[src/rtl/conv_requant_pack.sv]
// conv_requant_pack: requantises 24-bit signed conv results to int8, packs four
// bytes little-endian into 32-bit words and queues them in a show-ahead FIFO.
// Build option: define CONV_REQUANT_ROUND_EN for round-half-up shifting;
// without it the shift truncates (floor toward minus infinity).
module conv_requant_pack #(
    parameter int IN_W  = 24,
    parameter int DEPTH = 8
) (
    input  logic                     clk,
    input  logic                     rst,
    input  logic                     in_valid,
    input  logic [IN_W-1:0]          in_data,
    input  logic                     relu_en,
    input  logic [4:0]               shift_amt,
    input  logic                     flush,
    input  logic                     clear,
    input  logic                     rd_en,
    output logic [31:0]              rd_data,
    output logic                     rd_valid,
    output logic                     full,
    output logic [$clog2(DEPTH):0]   count,
    output logic [1:0]               lane,
    output logic                     overflow
);

    localparam int AW = $clog2(DEPTH);
    localparam int CW = AW + 1;
    localparam logic signed [IN_W:0] SAT_MAX = (IN_W+1)'(127);
    localparam logic signed [IN_W:0] SAT_MIN = (IN_W+1)'(-128);

    // Stage 1 state
    logic               s1_valid_q;
    logic               flush_q;
    logic [7:0]         byte_q;
    logic [7:0]         byte_d;

    // Packer state
    logic [1:0]         lane_q, lane_d;
    logic [31:0]        word_q, word_d;
    logic               push;
    logic [31:0]        push_word;

    // FIFO state
    logic [31:0]        mem [DEPTH];
    logic [AW-1:0]      wr_ptr_q, rd_ptr_q;
    logic [CW-1:0]      count_q;
    logic               overflow_q;
    logic               pop;
    logic               fifo_full;
    logic               wr_ok;

    // Requant datapath
    logic [4:0]         s;
    logic signed [IN_W:0] x_ext;
    logic signed [IN_W:0] sum;
    logic signed [IN_W:0] y;

    // ReLU, clamp the shift, shift (rounded or truncated) and saturate to int8.
    // One extra bit of headroom keeps the rounding add from wrapping.
    always_comb begin
        s     = (shift_amt > 5'd23) ? 5'd23 : shift_amt;
        x_ext = $signed({in_data[IN_W-1], in_data});
        if (relu_en && in_data[IN_W-1]) begin
            x_ext = '0;
        end
`ifdef CONV_REQUANT_ROUND_EN
        if (s != 5'd0) begin
            sum = x_ext + $signed((IN_W+1)'(1) << (s - 5'd1));
        end else begin
            sum = x_ext;
        end
`else
        sum = x_ext;
`endif
        y = sum >>> s;
        if (y > SAT_MAX) begin
            byte_d = 8'h7F;
        end else if (y < SAT_MIN) begin
            byte_d = 8'h80;
        end else begin
            byte_d = y[7:0];
        end
    end

    // Stage 1 control: byte valid and flush delayed together; clear drops both.
    always_ff @(posedge clk) begin
        if (rst || clear) begin
            s1_valid_q <= 1'b0;
            flush_q    <= 1'b0;
        end else begin
            s1_valid_q <= in_valid;
            flush_q    <= flush;
        end
    end

    // Stage 1 data register; qualified by s1_valid_q so it needs no reset.
    always_ff @(posedge clk) begin
        byte_q <= byte_d;
    end

    // Packer: merge the byte first, then let flush emit whatever remains, so a
    // fourth byte coinciding with flush yields exactly one word.
    always_comb begin
        word_d    = word_q;
        lane_d    = lane_q;
        push      = 1'b0;
        push_word = word_q;
        if (s1_valid_q) begin
            push_word[{lane_q, 3'b000} +: 8] = byte_q;
            if (lane_q == 2'd3) begin
                push   = 1'b1;
                lane_d = 2'd0;
                word_d = '0;
            end else begin
                lane_d = lane_q + 2'd1;
                word_d = push_word;
            end
        end
        if (flush_q && (lane_d != 2'd0)) begin
            push      = 1'b1;
            push_word = word_d;
            lane_d    = 2'd0;
            word_d    = '0;
        end
    end

    assign pop       = rd_en && (count_q != '0);
    assign fifo_full = (count_q == CW'(DEPTH));
    assign wr_ok     = push && (!fifo_full || pop);

    // FIFO storage write; contents are not reset, reads are gated when empty.
    always_ff @(posedge clk) begin
        if (wr_ok) begin
            mem[wr_ptr_q] <= push_word;
        end
    end

    // Packer and FIFO bookkeeping; overflow is sticky until rst or clear.
    always_ff @(posedge clk) begin
        if (rst || clear) begin
            lane_q     <= 2'd0;
            word_q     <= '0;
            wr_ptr_q   <= '0;
            rd_ptr_q   <= '0;
            count_q    <= '0;
            overflow_q <= 1'b0;
        end else begin
            lane_q <= lane_d;
            word_q <= word_d;
            if (wr_ok) begin
                wr_ptr_q <= wr_ptr_q + AW'(1);
            end
            if (pop) begin
                rd_ptr_q <= rd_ptr_q + AW'(1);
            end
            count_q <= count_q + CW'(wr_ok) - CW'(pop);
            if (push && !wr_ok) begin
                overflow_q <= 1'b1;
            end
        end
    end

    assign rd_data  = (count_q != '0) ? mem[rd_ptr_q] : 32'h0;
    assign rd_valid = (count_q != '0);
    assign full     = fifo_full;
    assign count    = count_q;
    assign lane     = lane_q;
    assign overflow = overflow_q;

endmodule

[config.mk]
export PLATFORM = sky130hd
export DESIGN_NAME = conv_requant_pack
export DESIGN_NICKNAME = d
export VERILOG_FILES = /design/src/rtl/conv_requant_pack.sv
export SDC_FILE = /design/constraint.sdc
export NUM_CORES = 1
export LEC_CHECK = 0
export ABC_AREA = 1
export BUFFER_PORTS_ARGS = -buffer_cell sky130_fd_sc_hd__buf_2
export CORE_ASPECT_RATIO = 2
export CORE_UTILIZATION = 55
export CTS_CLUSTER_SIZE = 28
export DETAILED_ROUTE_END_ITERATION = 10
export HOLD_SLACK_MARGIN = 0.08
export PLACE_DENSITY = 0.83
export REMOVE_ABC_BUFFERS = 1
export SYNTH_ARGS = -nofsm -noshare
export SYNTH_HDL_FRONTEND = slang
export SYNTH_SLANG_ARGS = --single-unit
[constraint.sdc]
create_clock -name clk -period 3.4 [get_ports clk]
set_input_delay 0 -clock clk [delete_from_list [all_inputs] [get_ports clk]]
set_output_delay 0 -clock clk [all_outputs]
set_load 0.005 [all_outputs]
## Word-level counts from Yosys, hierarchy flattened

Memories as Yosys holds them, arrays and structs flattened. A register that Yosys moved wholly into a read port is not among the register bits.
Cells that the tools add are included.

| storage, ports and cells | value |
|---|---|
| output and inout bits | 41 |
| RAM bits | 256 |
| memories | 1 |
| register bits | 55 |
| input bits | 36 |
| logic and storage cells | 54 |

| operators by class | value |
|---|---|
| shift operators | 3 |
| mux-type cells | 18 |
| magnitude comparators | 3 |
| reductions and logical operators | 12 |
| eq/ne operators | 2 |
| $add $sub $neg | 6 |

Memory list:

| name | depth | width | read ports | clocked after memory_dff | wr ports | RTL line | text |
|---|---|---|---|---|---|---|---|
| mem | 8 | 32 | 1 | 1 | 1 | 44 | `logic [31:0] mem [DEPTH];` |

Operators by type and width:

| operator | number |
|---|---|
| $mux 32 | 5 |
| $bwmux 32 | 1 |
| $shift 8x7->32 const A | 1 |
| $shiftx 8x7->32 | 1 |
| $gt 25x8->1 const B | 1 |
| $lt 25x8->1 const B | 1 |
| $mux 25 | 1 |
| $sshr 25x5->25 | 1 |
| $mux 8 | 1 |
| $neg 5->7 | 1 |
| $add 3x1->3 const B | 2 |
| $mux 3 | 2 |
| $gt 5x5->1 const B | 1 |
| $logic_and 1x1->1 | 5 |
| $mux 1 | 5 |
| $mux 5 | 1 |
| $add 4x1->4 | 1 |
| $eq 4x4->1 const B | 1 |
| $mux 2 | 2 |
| $reduce_bool 4->1 | 1 |
| $sub 4x1->4 | 1 |
| $add 2x1->2 const B | 1 |
| $eq 2x2->1 const B | 1 |
| $logic_not 1->1 | 2 |
| 3 further kinds | 4 |

## Depth between registers and ports, before layout

Gate-level depths: netlist of the first run.

| depth | value |
|---|---|
| depth in word-level cells | 9 |
| mapped depth | 19 |
| mapped depth without buffers | 19 |

## Worst setup path after synthesis of the first run

No wires, ideal clock.

| timing path | value |
|---|---|
| path kind | register to register |
| from | reg lane_q[0] (netlist: lane[0]) |
| to | mem mem[1][0], enable pin |
| clock period less this slack | 3.752 ns |
| arrival time | 3.331 ns |
| cell stages (with the launch flop) | 15 |
| slack | -0.352 ns |
| cell sequence | dfxtp_1 inv_1 ha_1 nor2_1 a21oi_1 inv_1 nand2_1 nand2_1 inv_1 a21oi_1 nor2_1 inv_1 nor2_1 inv_1 nor2_1 |

| between the ends | value |
|---|---|
| word-level cells in the longest chain between the ends | 9 |
| elaborated cells on any way between the ends | 12 |
| classes of those cells | add/sub: 1; eq/ne: 1; mux: 7; reduce/logical: 3 |

Ends and longest elaborated chain:

| item | RTL line | text |
|---|---|---|
| start: declaration | 38 | `logic [1:0] lane_q, lane_d;` |
| start signal: assignment | 148 | `lane_q <= lane_d;` |
| $add 2x1->2 / $eq 2x2->1 (equally long branches) | 115, 110 |  |
| $mux 2 | 110 | `if (lane_q == 2'd3) begin` |
| $mux 2 | 108 | `if (s1_valid_q) begin` |
| $reduce_bool 2->1 | 119 | `if (flush_q && (lane_d != 2'd0)) begin` |
| $logic_and 1x1->1 | 119 |  |
| $mux 1 (*) | 119 |  |
| $logic_and 1x1->1 (*) | 129 | `assign wr_ok = push && (!fifo_full \|\| pop);` |
| $mux 1 (*) | 133 | `if (wr_ok) begin` |
| $mux 1 (not written as such) (*) | 134 | `mem[wr_ptr_q] <= push_word;` |
| end: declaration | 44 |  |

Mark *: on every way between the ends. The rest lies on a longest branch, timed or not.

## Worst setup path in the final report of the first run

| timing path | value |
|---|---|
| from | reg lane_q[1] (netlist: lane[1]) |
| to | mem mem[2][7], enable pin |

The elaborated chain is that of the path after synthesis.

==> impl_metrics.prom, run 1 <==
# TYPE chip_impl_metric gauge
chip_impl_metric{name="ys.warnings.count",unit=""} 0
chip_impl_metric{name="overall_global_routing_usage",unit="%"} 25.97
chip_impl_metric{name="core_region_area",unit="um^2"} 25030
chip_impl_metric{name="timing.hold.ws",unit="ns"} 0.1118
chip_impl_metric{name="numPortBuffers",unit=""} 76
chip_impl_info{name="final_cell_mix",value="nor2_1 (267), edfxtp_1 (256), nand2_1 (239)"} 1
chip_impl_metric{name="register_bit_count_reported_by_yosys",unit=""} 314
chip_impl_info{name="slowest_stage",value="dfxtp_1"} 1
chip_impl_metric{name="syn_to_final_growth",unit="%"} 12.08
chip_impl_info{name="yosys.area.top_type",value="edfxtp_1"} 1
chip_impl_info{name="timing.critical_path.cells",value="inv_1 -> ha_1 -> nor2_1 -> a21oi_1 -> inv_1 -> nand2_1 -> nand2_1 -> inv_1 -> a21oi_1 -> nor2_1 -> nand2_1 -> nor2_4 -> buf_12"} 1
chip_impl_metric{name="place_inst",unit=""} 1800
chip_impl_metric{name="worst_vdd_drop",unit="mV"} 0.3082
chip_impl_metric{name="worst_setup_hold_path_clk_slew",unit="ns"} 0.07
chip_impl_metric{name="initialDrtViolationCount",unit=""} 902
chip_impl_metric{name="antenna_violations_before_repair",unit=""} 0
chip_impl_metric{name="timing_worst_slew_pin_value",unit="ns"} 0.8269
chip_impl_metric{name="fin_util",unit="%"} 62.86
chip_impl_metric{name="post_cts_resize_count",unit=""} 0
chip_impl_metric{name="critPathMaxFanout",unit=""} 23
chip_impl_metric{name="switchingPower",unit="uW"} 1979
chip_impl_metric{name="worst_path_largest_cell_delay",unit="ns"} 0.40
chip_impl_info{name="ys.flop_type",value="edfxtp_1"} 1
chip_impl_metric{name="detailedRoute.firstPassIterationCount",unit=""} 5
chip_impl_metric{name="die_y",unit="um"} 228.0
chip_impl_metric{name="nets",unit=""} 1554
chip_impl_metric{name="cts_num_sinks",unit=""} 314
chip_impl_metric{name="finalWorstPathRequiredPeriod",unit="ns"} 3.060
chip_impl_info{name="largest_delay_contributor_family_on_the_critical_path",value="simple AND/OR/NAND/NOR gates"} 1
chip_impl_metric{name="p_sw_share",unit="%"} 25.10
chip_impl_info{name="cts_tree",value="done"} 1
chip_impl_metric{name="die_w",unit="um"} 115.0
chip_impl_metric{name="fin_total_pwr",unit="uW"} 7882
chip_impl_metric{name="via_count_of_the_first_global_routing_pass",unit=""} 10620
chip_impl_metric{name="reg2regPathDepth",unit=""} 13
chip_impl_info{name="grt_setup_unrepaired",value="false"} 1
chip_impl_metric{name="num_rows",unit=""} 82
chip_impl_metric{name="synthesis.area",unit="um^2"} 14040
chip_impl_metric{name="crit_cells",unit=""} 13
chip_impl_metric{name="antenna_violating_nets_left",unit=""} 0
chip_impl_metric{name="timing.final.hold_violations",unit=""} 0
chip_impl_metric{name="synth-edff-count",unit=""} 256
chip_impl_info{name="synthTopCellsByArea",value="edfxtp_1 (55%), dfxtp_1 (8.3%), nor2_1 (7.4%), o21ai_0 (6.9%), nand2_1 (6.4%)"} 1
chip_impl_metric{name="dieArea",unit="um^2"} 26210
chip_impl_metric{name="syn-mean-instance-area",unit="um^2"} 9.737
chip_impl_metric{name="routed_wire_length_per_instance",unit="um"} 17.98
chip_impl_metric{name="fin_crit_sh",unit="%"} 89.99
chip_impl_info{name="worst_setup_path_end_kind",value="flop"} 1
chip_impl_metric{name="post-place-ws",unit="ns"} 0.3870
chip_impl_metric{name="areal_power_density_over_the_cells",unit="nW/um^2"} 500.9
chip_impl_info{name="layout.cells.most_common",value="nor2_1"} 1
chip_impl_metric{name="combinationalPowerShare",unit="%"} 13.1
chip_impl_metric{name="fraction_of_layout_cells_with_a_size_suffix_above_1",unit="%"} 11.10
chip_impl_metric{name="slew_violations",unit=""} 0
chip_impl_metric{name="drt_drc_violations_left",unit=""} 0
chip_impl_metric{name="grt_first_pass_wirelength",unit="um"} 52700
chip_impl_metric{name="worst_ep_arrival_time",unit="ns"} 3.29
chip_impl_metric{name="yosysSeqAreaShare",unit="%"} 63.02
chip_impl_metric{name="number_of_levels_in_the_clock_h_tree",unit=""} 1
chip_impl_info{name="start_kind",value="flop"} 1
chip_impl_metric{name="grt_start_max_net_pins",unit=""} 129
chip_impl_metric{name="finalWorstSetupSlack",unit="ns"} 0.3404
chip_impl_metric{name="detailed_place_hpwl",unit="um"} 22220
chip_impl_info{name="setup.worst_path.class",value="flop to flop"} 1
chip_impl_metric{name="gp_congestion",unit=""} 1.039
chip_impl_metric{name="via_count",unit=""} 10720
chip_impl_metric{name="initial_utilization",unit="%"} 56.09
chip_impl_metric{name="setup.reg_to_reg.worst_slack",unit="ns"} 0.34
chip_impl_metric{name="maxCapViolations",unit=""} 0
chip_impl_metric{name="leakagePower",unit="uW"} 0.006007
chip_impl_metric{name="slew_headroom",unit="%"} 44.74
chip_impl_metric{name="worstPathRequired",unit="ns"} 3.63
chip_impl_info{name="cts.root.buffer_cell",value="clkbuf_16"} 1
chip_impl_metric{name="synth.distinct_cells",unit=""} 40
chip_impl_metric{name="internal_power",unit="uW"} 5904
chip_impl_metric{name="avgViaCountPerCell",unit=""} 5.770
chip_impl_info{name="status",value="completed"} 1
chip_impl_info{name="hold_wc_path_type",value="primary input to flop"} 1
chip_impl_metric{name="pwr-share-clk",unit="%"} 34.2
chip_impl_metric{name="setup_viol",unit=""} 0
chip_impl_metric{name="yosysTopAreaCellShare",unit="%"} 54.75
chip_impl_metric{name="clock-skew-final",unit="ns"} 0.01070
chip_impl_metric{name="finalNonFillerCells",unit=""} 1858
chip_impl_metric{name="share_of_synthesized_flip_flops_with_an_asynchronous_set_or_reset",unit="%"} 0
chip_impl_metric{name="antenna_cells",unit=""} 0
chip_impl_metric{name="cp_num_buf_inv",unit=""} 4
chip_impl_metric{name="syn-instance-count",unit=""} 1442
chip_impl_metric{name="cts-buffers-inserted",unit=""} 24
chip_impl_metric{name="overflow",unit=""} 0
chip_impl_metric{name="fmax",unit="GHz"} 0.3268
chip_impl_metric{name="clock_latency_on_the_worst_skew_pair",unit="ns"} 0.53
chip_impl_metric{name="cts-root-to-sink-buffers",unit=""} 3
chip_impl_metric{name="detail_route.wirelength",unit="um"} 33410
chip_impl_metric{name="num_io_pins",unit=""} 77
chip_impl_metric{name="worst_hold_path.num_cells",unit=""} 8
chip_impl_metric{name="power.sequential.fraction",unit="%"} 52.7
Yosys cell counts, types with 2 or more instances:
cell,instances
o21a_1,4
a211oi_1,6
inv_1,96
nand3_1,79
a21boi_0,4
buf_6,5
buf_1,5
nor2_4,2
o22ai_1,34
a21oi_1,22
buf_2,9
nor2_1,276
nor3_1,3
nand4_1,3
ha_1,13
nand2_2,7
nand2_1,239
clkbuf_1,57
nand2_4,3
a22oi_1,4
dfxtp_1,58
inv_2,3
edfxtp_1,256
nand3_2,8
o21ai_0,194
o21ai_1,3
clkinv_1,3
a31oi_1,34
path summary, 6_finish.rpt:
path,start,endpoint
worst max register to register,lane[1],mem[2][7]
worst max-delay path,lane[1],mem[2][7]
worst min register to register,overflow,overflow
worst min-delay path,shift_amt[2],byte_q[4]
state kept, by name, summed over array words and instances (netlist names), named ones only:
| register | flops |
|---|---|
| byte_q | 8 |
| count | 4 |
| flush_q | 1 |
| lane | 2 |
| mem | 256 |
| overflow | 1 |
| rd_ptr_q | 3 |
| s1_valid_q | 1 |
| word_q | 32 |
| wr_ptr_q | 3 |
worst register-to-register path, cell delays in order (launching register included):
cell	delay, ns
dfxtp_1	0.40
inv_1	0.11
ha_1	0.33
nor2_1	0.09
a21oi_1	0.17
inv_1	0.06
nand2_1	0.06
nand2_1	0.06
inv_1	0.10
a21oi_1	0.08
nor2_1	0.31
nand2_1	0.32
nor2_4	0.39
buf_12	0.24
layout make-up:
type | count | area (um^2)
fillers | 1963 | 9296
flip-flops and latches | 314 | 8853
multi-input cells | 949 | 4531
repair buffers | 113 | 818.3
clock buffers | 35 | 663.1
well taps | 336 | 420.4
inverters | 102 | 382.9
clock inverters | 9 | 68.82
routing by layer:
metal	global-route usage [%]	wire length [um]	part of all wire [%]
met2	48.34	18440	55
met1	27.44	11450	34
met5	0	0	0
met4	15.71	1804	5.4
met3	2.497	1711	5.1
power groups by stage:
stage	combinational [uW]	clock (uW)	sequential, uW
6_report	1030	2700	4150
5_1_grt	1150	2850	4150
4_1_cts	1030	2720	4150
3_5_place_dp	1010	0	4240
3_3_place_gp	989	0	4240
2_1_floorplan	603	0	4270
per-stage QoR:
step	instance area (um^2)	TNS, ns
floorplan	13700	-122.38
global placement	14870	0
CTS	15740	0
finish	15740	0
global route	15740	0
detailed placement	14870	0
cells by family after synthesis:
| family | count (synthesis) | share of synthesized area (%) |
|---|---|---|
| simple gates | 625 | 18.37 |
| flops | 314 | 63.02 |
| compound gates | 309 | 12.09 |
| buf+inv | 179 | 5.160 |
| fa+ha+maj | 14 | 1.301 |
| xor+xnor | 1 | 0.06239 |
repair_timing:
action                    in CTS  in global routing
hold buffers                  14                  0
buffers inserted               0                  0
hold endpoints to repair      42                  0
(Power assumes the default switching activity.)
==> inputs of run 2 (changes only) <==
--- a/config.mk
+++ b/config.mk
@@ -12,7 +12,7 @@
 export CTS_CLUSTER_SIZE = 28
 export DETAILED_ROUTE_END_ITERATION = 10
 export HOLD_SLACK_MARGIN = 0.08
-export PLACE_DENSITY = 0.83
+export PLACE_DENSITY = 0.8
 export REMOVE_ABC_BUFFERS = 1
 export SYNTH_ARGS = -nofsm -noshare
 export SYNTH_HDL_FRONTEND = slang
==> constraint.sdc (replaced) <==
create_clock -name clk -period 3.9 [get_ports clk]
set_input_delay 0 -clock clk [delete_from_list [all_inputs] [get_ports clk]]
set_output_delay 0 -clock clk [all_outputs]
set_load 0.005 [all_outputs]
==> run 2 against run 1 <==
Net effect:
- utilization decreased by 0.12 points
- highest routed layer unchanged
- largest power group unchanged
- non-clock buffer count unchanged
- critical path depth up 2
- worst hold slack better by 0.018 ns
- cell count hardly changed
- sequential power decreased by 12%
- via count down 0.75%
- sequential share of layout area rose by 0.11 points
- clock power shrank 7.4%
- first-iteration DRC count rose by 2.0%
- routed wire length grew 0.56%
==> impl_metrics.prom, run 2 (same netlist as run 1, synthesis figures left out) <==
# TYPE chip_impl_metric gauge
chip_impl_metric{name="detail_route.wirelength",unit="um"} 33590
chip_impl_metric{name="detailed_place_hpwl",unit="um"} 21600
chip_impl_metric{name="worst_vdd_drop",unit="mV"} 0.2723
chip_impl_metric{name="largest_register_ffs",unit=""} 256
chip_impl_metric{name="numPortBuffers",unit=""} 76
chip_impl_metric{name="antenna_violating_nets_left",unit=""} 0
chip_impl_metric{name="worst_ep_arrival_time",unit="ns"} 4.14
chip_impl_metric{name="num_rows",unit=""} 82
chip_impl_info{name="crit_top_cell",value="dlygate4sd3_1"} 1
chip_impl_metric{name="detailedRoute.firstPassIterationCount",unit=""} 5
chip_impl_metric{name="reg2regPathDepth",unit=""} 15
chip_impl_metric{name="overflow",unit=""} 0
chip_impl_info{name="setup.worst_path.class",value="primary input to flop"} 1
chip_impl_metric{name="grt_start_max_net_pins",unit=""} 89
chip_impl_metric{name="die_y",unit="um"} 228.0
chip_impl_metric{name="dieArea",unit="um^2"} 26210
chip_impl_metric{name="drt_drc_violations_left",unit=""} 0
chip_impl_metric{name="slew_violations",unit=""} 0
chip_impl_metric{name="fin_util",unit="%"} 62.74
chip_impl_metric{name="initialDrtViolationCount",unit=""} 920
chip_impl_metric{name="avgViaCountPerCell",unit=""} 5.724
chip_impl_info{name="grt_setup_unrepaired",value="false"} 1
chip_impl_metric{name="post-cts-setup-buffer-count",unit=""} 0
chip_impl_info{name="layout.cells.most_common",value="nor2_1"} 1
chip_impl_metric{name="fraction_of_layout_cells_with_a_size_suffix_above_1",unit="%"} 11.16
chip_impl_metric{name="critPathMaxFanout",unit=""} 28
chip_impl_metric{name="grt_first_pass_wirelength",unit="um"} 52810
chip_impl_metric{name="cts_num_sinks",unit=""} 314
chip_impl_metric{name="worst_hold_path.num_cells",unit=""} 5
chip_impl_metric{name="routed_wire_length_per_instance",unit="um"} 18.07
chip_impl_metric{name="timing.final.hold_violations",unit=""} 0
chip_impl_metric{name="antenna_cells",unit=""} 0
chip_impl_info{name="hold_wc_path_type",value="primary input to flop"} 1
chip_impl_metric{name="timing_worst_slew_pin_value",unit="ns"} 0.9034
chip_impl_metric{name="via_count",unit=""} 10640
chip_impl_info{name="start_kind",value="primary input"} 1
chip_impl_metric{name="die_w",unit="um"} 115.0
chip_impl_metric{name="via_count_of_the_first_global_routing_pass",unit=""} 10560
chip_impl_metric{name="clock_latency_on_the_worst_skew_pair",unit="ns"} 0.54
chip_impl_metric{name="overall_global_routing_usage",unit="%"} 26.17
chip_impl_info{name="biggestRegsByFlops",value="mem: 256 flops, word_q: 32 flops, byte_q: 8 flops"} 1
chip_impl_metric{name="num_io_pins",unit=""} 77
chip_impl_metric{name="post-place-ws",unit="ns"} 0.5180
chip_impl_metric{name="worst_path_largest_cell_delay",unit="ns"} 0.60
chip_impl_metric{name="number_of_levels_in_the_clock_h_tree",unit=""} 1
chip_impl_metric{name="cts-buffers-inserted",unit=""} 25
chip_impl_metric{name="leakagePower",unit="uW"} 0.006024
chip_impl_metric{name="maxCapViolations",unit=""} 0
chip_impl_metric{name="fin_crit_sh",unit="%"} 95.25
chip_impl_info{name="max_flop_register",value="mem"} 1
chip_impl_metric{name="initial_utilization",unit="%"} 56.09
chip_impl_metric{name="setup_viol",unit=""} 0
chip_impl_metric{name="cts-root-to-sink-buffers",unit=""} 3
chip_impl_info{name="worst_setup_path_end_kind",value="flop"} 1
chip_impl_metric{name="worst_setup_hold_path_clk_slew",unit="ns"} 0.07
chip_impl_metric{name="nets",unit=""} 1555
chip_impl_info{name="cts_tree",value="done"} 1
chip_impl_info{name="timing.critical_path.cells",value="dlygate4sd3_1 -> clkbuf_4 -> nand2_4 -> nand2_4 -> nor2_1 -> a31oi_1 -> dlygate4sd3_1 -> nand2_1 -> a311oi_1 -> dlygate4sd3_1 -> nor2_1 -> dlygate4sd3_1 -> nand2_1 -> nand2_1 -> dlygate4sd3_1"} 1
chip_impl_metric{name="core_region_area",unit="um^2"} 25030
chip_impl_info{name="status",value="completed"} 1
chip_impl_metric{name="syn_to_final_growth",unit="%"} 11.87
chip_impl_metric{name="clock-skew-final",unit="ns"} 0.008343
chip_impl_metric{name="worstPathRequired",unit="ns"} 4.32
chip_impl_metric{name="fmax",unit="GHz"} 0.2692
chip_impl_info{name="cts.root.buffer_cell",value="clkbuf_16"} 1
chip_impl_metric{name="finalWorstPathRequiredPeriod",unit="ns"} 3.715
chip_impl_metric{name="gp_congestion",unit=""} 1.128
chip_impl_metric{name="finalWorstSetupSlack",unit="ns"} 0.1853
chip_impl_metric{name="slew_headroom",unit="%"} 39.77
chip_impl_metric{name="areal_power_density_over_the_cells",unit="nW/um^2"} 447.4
chip_impl_info{name="slowest_stage",value="dlygate4sd3_1"} 1
chip_impl_metric{name="antenna_violations_before_repair",unit=""} 0
chip_impl_info{name="final_cell_mix",value="nor2_1 (267), edfxtp_1 (256), nand2_1 (238)"} 1
[run 2: metrics by stage]
| step | hold slack, ns | TNS [ns] | cells | total power, uW | instance area (um^2) |
|---|---|---|---|---|---|
| global placement | 0.2326 | 0 | 1798 | 4552 | 14750 |
| detailed placement | 0.2328 | 0 | 1798 | 4570 | 14750 |
| CTS | 0.09961 | 0 | 1859 | 7025 | 15700 |
| floorplan | 0.1122 | -33.19 | 1365 | 4248 | 13700 |
| finish | 0.1302 | 0 | 1859 | 7027 | 15710 |
| global route | 0.1470 | 0 | 1859 | 7248 | 15710 |
[run 2: timing repair]
action                                 in CTS  in global routing
hold buffers                               16                  0
endpoints found under the hold margin      40                  0
gates resized for setup                     0                  2
setup endpoints to repair                   0                  1
[run 2: final timing paths]
kind	start	endpoint	slack, ns
worst max register to register	lane[0]	mem[3][10]	0.45
worst min register to register	rd_ptr_q[2]	rd_ptr_q[2]	0.46
worst max-delay path	shift_amt[4]	byte_q[0]	0.19
worst min-delay path	relu_en	byte_q[5]	0.13
[run 2: where the power goes]
| part | internal [uW] | switching [uW] |
|---|---|---|
| clock network | 1380 | 1120 |
| logic | 290 | 598 |
| registers | 3610 | 32.9 |
[run 2: final cells by class]
type,count,area [um^2]
inverters,102,382.9
multi-input cells,949,4533
well taps,336,420.4
clock inverters,7,87.58
fillers,2010,9326
clock buffers,38,704.4
flip-flops and latches,314,8853
repair buffers,113,725.7
[run 2: worst max-delay path, delay by kind of cell]
family                 cells  cell delay (ns)
buffers and inverters      6             3.04
AND/OR/NAND/NOR            7             0.65
AO/OA/AOI/OAI              2             0.43
[run 2: per-layer routing]
layer	GRT usage [%]	vias up	wire, um
li1	-	5069	-
met1	27.57	5012	11520
met2	48.17	442	18350
met3	2.816	118	1859
met4	16.72	0	1863
met5	0	-	0
==> inputs of run 3 (changes only) <==
--- a/config.mk
+++ b/config.mk
@@ -13,7 +13,8 @@
 export DETAILED_ROUTE_END_ITERATION = 10
 export HOLD_SLACK_MARGIN = 0.08
 export PLACE_DENSITY = 0.8
-export REMOVE_ABC_BUFFERS = 1
+export RECOVER_POWER = 25
+export SKIP_CTS_REPAIR_TIMING = 1
 export SYNTH_ARGS = -nofsm -noshare
 export SYNTH_HDL_FRONTEND = slang
 export SYNTH_SLANG_ARGS = --single-unit
==> run 3 against run 2 <==
Net effect:
- the run now ends with capacitance limit, slew limit left
- critical path depth unchanged
- combinational power fell by 4.3%
- routed wire length is 2.8% lower
- register-to-register slack about the same
- clock power is 4% higher
- setup slack improved by 0.26 ns
- design area down 0.63%
- fmax up 7.5%
- global-route usage decreased by 0.31 points
- flip-flop and latch count unchanged
- via count shrank 0.84%
- highest routed layer unchanged
==> impl_metrics.prom, run 3 (same netlist as run 1, synthesis figures left out) <==
# TYPE chip_impl_metric gauge
chip_impl_info{name="status",value="finished with violations"} 1
chip_impl_info{name="violations",value="capacitance limit, slew limit"} 1
chip_impl_info{name="setup.worst_path.class",value="flop to flop"} 1
chip_impl_metric{name="worstPathRequired",unit="ns"} 4.07
chip_impl_metric{name="antenna_cells",unit=""} 0
chip_impl_metric{name="gp_congestion",unit=""} 0.9855
chip_impl_info{name="cts_tree",value="done"} 1
chip_impl_metric{name="detail_route.wirelength",unit="um"} 32640
chip_impl_metric{name="detailroute.wirelength.met2",unit="um"} 18210
chip_impl_metric{name="setup.reg_to_reg.worst_slack",unit="ns"} 0.44
chip_impl_metric{name="slew_headroom",unit="%"} -2.555
chip_impl_metric{name="worst_hold_path.num_cells",unit=""} 7
chip_impl_metric{name="avgViaCountPerCell",unit=""} 5.701
chip_impl_metric{name="detailedRoute.firstPassIterationCount",unit=""} 5
chip_impl_info{name="worstReg2RegStart",value="lane[0]"} 1
chip_impl_info{name="cts.root.buffer_cell",value="clkbuf_16"} 1
chip_impl_metric{name="via_count_of_the_first_global_routing_pass",unit=""} 10520
chip_impl_info{name="final_cell_mix",value="nor2_1 (267), edfxtp_1 (256), nand2_1 (241)"} 1
chip_impl_metric{name="cts-root-to-sink-buffers",unit=""} 3
chip_impl_metric{name="grt_first_pass_wirelength",unit="um"} 52370
chip_impl_metric{name="numPortBuffers",unit=""} 76
chip_impl_metric{name="net_count_of_the_mapped_netlist",unit=""} 1492
chip_impl_metric{name="timing.final.hold_violations",unit=""} 0
chip_impl_info{name="reg2reg_to",value="mem[1][20]"} 1
chip_impl_metric{name="wl_met1",unit="um"} 11120
chip_impl_metric{name="leakagePower",unit="uW"} 0.005957
chip_impl_metric{name="clock-skew-final",unit="ns"} 0.01401
chip_impl_metric{name="drt_drc_violations_left",unit=""} 0
chip_impl_metric{name="fin_crit_sh",unit="%"} 88.59
chip_impl_metric{name="initialDrtViolationCount",unit=""} 1017
chip_impl_metric{name="initial_utilization",unit="%"} 56.09
chip_impl_metric{name="reg2regPathDepth",unit=""} 15
chip_impl_info{name="biggestRegsByFlops",value="mem: 256 flops, word_q: 32 flops, byte_q: 8 flops"} 1
chip_impl_info{name="hold_path_startpoint",value="in_data[3]"} 1
chip_impl_metric{name="clock_latency_on_the_worst_skew_pair",unit="ns"} 0.54
chip_impl_metric{name="antenna_violating_nets_left",unit=""} 0
chip_impl_metric{name="final_instance_area",unit="um^2"} 15610
chip_impl_metric{name="cts_num_sinks",unit=""} 314
chip_impl_metric{name="die_w",unit="um"} 115.0
chip_impl_metric{name="critPathMaxFanout",unit=""} 32
chip_impl_info{name="topRoutingLayerUsed",value="met4"} 1
chip_impl_metric{name="dieArea",unit="um^2"} 26210
chip_impl_metric{name="via_count",unit=""} 10550
chip_impl_metric{name="num_io_pins",unit=""} 77
chip_impl_metric{name="fraction_of_layout_cells_with_a_size_suffix_above_1",unit="%"} 10.17
chip_impl_metric{name="areal_power_density_over_the_cells",unit="nW/um^2"} 454.7
chip_impl_metric{name="placedInstanceArea",unit="um^2"} 14730
chip_impl_metric{name="largest_register_ffs",unit=""} 256
chip_impl_metric{name="detailed_place_hpwl",unit="um"} 21150
chip_impl_metric{name="worst_setup_hold_path_clk_slew",unit="ns"} 0.08
chip_impl_metric{name="syn_to_final_growth",unit="%"} 11.17
chip_impl_metric{name="nets",unit=""} 1547
chip_impl_metric{name="num_rows",unit=""} 82
chip_impl_metric{name="overall_global_routing_usage",unit="%"} 25.86
chip_impl_metric{name="finalWorstPathRequiredPeriod",unit="ns"} 3.455
chip_impl_metric{name="grt_start_max_net_pins",unit=""} 93
chip_impl_metric{name="met3_wirelength",unit="um"} 1632
chip_impl_metric{name="number_of_levels_in_the_clock_h_tree",unit=""} 1
chip_impl_info{name="min_to",value="byte_q[0]"} 1
chip_impl_metric{name="finalWorstSetupSlack",unit="ns"} 0.4448
chip_impl_metric{name="finalNonFillerCells",unit=""} 1851
chip_impl_metric{name="worst_ep_arrival_time",unit="ns"} 3.62
chip_impl_info{name="max_flop_register",value="mem"} 1
chip_impl_metric{name="place_inst",unit=""} 1799
chip_impl_metric{name="post-place-ws",unit="ns"} 0.5363
chip_impl_info{name="start_kind",value="flop"} 1
chip_impl_metric{name="fmax",unit="GHz"} 0.2894
chip_impl_metric{name="core_region_area",unit="um^2"} 25030
chip_impl_metric{name="maxCapViolations",unit=""} 1
chip_impl_info{name="worst_setup_path_end_kind",value="flop"} 1
chip_impl_metric{name="setup_viol",unit=""} 0
chip_impl_metric{name="overflow",unit=""} 0
chip_impl_metric{name="fin_util",unit="%"} 62.35
chip_impl_info{name="layout.cells.most_common",value="nor2_1"} 1
chip_impl_info{name="hold_wc_path_type",value="primary input to flop"} 1
chip_impl_metric{name="routed_wire_length_per_instance",unit="um"} 17.64
chip_impl_metric{name="antenna_violations_before_repair",unit=""} 0
chip_impl_metric{name="die_y",unit="um"} 228.0
chip_impl_metric{name="sum_neg_setup_slack",unit="ns"} 0
chip_impl_metric{name="cts-buffers-inserted",unit=""} 24
chip_impl_info{name="grt_setup_unrepaired",value="false"} 1
chip_impl_metric{name="worst_vdd_drop",unit="mV"} 0.2979
chip_impl_metric{name="slew_violations",unit=""} 34
chip_impl_metric{name="timing_worst_slew_pin_value",unit="ns"} 1.538
-- run 3: changes by cell type in the layout (fill, tap and decap cells not counted), moves of 3 or more --
cell,before,now
nand2_1,238,241
inv_6,1,4
nor2_2,1,6
clkbuf_1,10,19
clkinv_1,3,6
buf_4,19,16
nor2_4,10,5
clkbuf_8,3,0
dlygate4sd3_1,16,8
buf_2,75,64
-- run 3: per-layer routing --
metal | track usage (%) | up-vias
met5 | 0 | -
met4 | 15.71 | 0
met3 | 2.922 | 118
met2 | 48.10 | 405
met1 | 27.02 | 4962
li1 | - | 5067
-- run 3: power breakdown --
group | total, uW | internal (uW) | switching, uW
registers | 3640 | 3600 | 31.8
logic | 850 | 281 | 569
clock network | 2610 | 1460 | 1150
-- run 3: worst max-delay path by stage --
stage | to | slack [ns] | startpoint | cells after the start
2_1_floorplan | mem[1][0] | 0.15 | lane[0] | 14
3_3_place_gp | mem[1][15] | 0.71 | lane[0] | 15
3_5_place_dp | mem[1][15] | 0.54 | lane[0] | 15
4_1_cts | mem[1][20] | 0.44 | lane[0] | 15
5_1_grt | mem[1][20] | 0.14 | lane[0] | 15
6_report | mem[1][20] | 0.44 | lane[0] | 15
-- run 3: critical path, stage by stage, from the launching register on --
cell     delay [ns]
dfxtp_1        0.53
inv_1          0.21
ha_1           0.38
nor2_1         0.09
a21oi_1        0.16
inv_1          0.05
nand2_1        0.06
nand2_1        0.06
inv_1          0.09
a21oi_1        0.09
nor2_1         0.30
inv_1          0.12
nor2_1         0.14
inv_1          0.17
nor2_4         0.11
buf_4          0.46
-- run 3: final cells by class --
cell class,instances,area [um^2]
Fill cell,2028,9425
Sequential cell,314,8853
Multi-Input combinational cell,949,4496
Clock buffer,29,640.6
Timing Repair Buffer,106,621.8
Tap cell,336,420.4
Inverter,102,382.9
Clock inverter,15,193.9
-- run 3: metrics by stage --
stage | power [uW] | hold slack, ns
4_1_cts | 7121 | -0.3447
3_5_place_dp | 4552 | 0.2292
3_3_place_gp | 4533 | 0.2273
2_1_floorplan | 4284 | 0.1122
5_1_grt | 7340 | 0.1077
6_report | 7098 | 0.03369
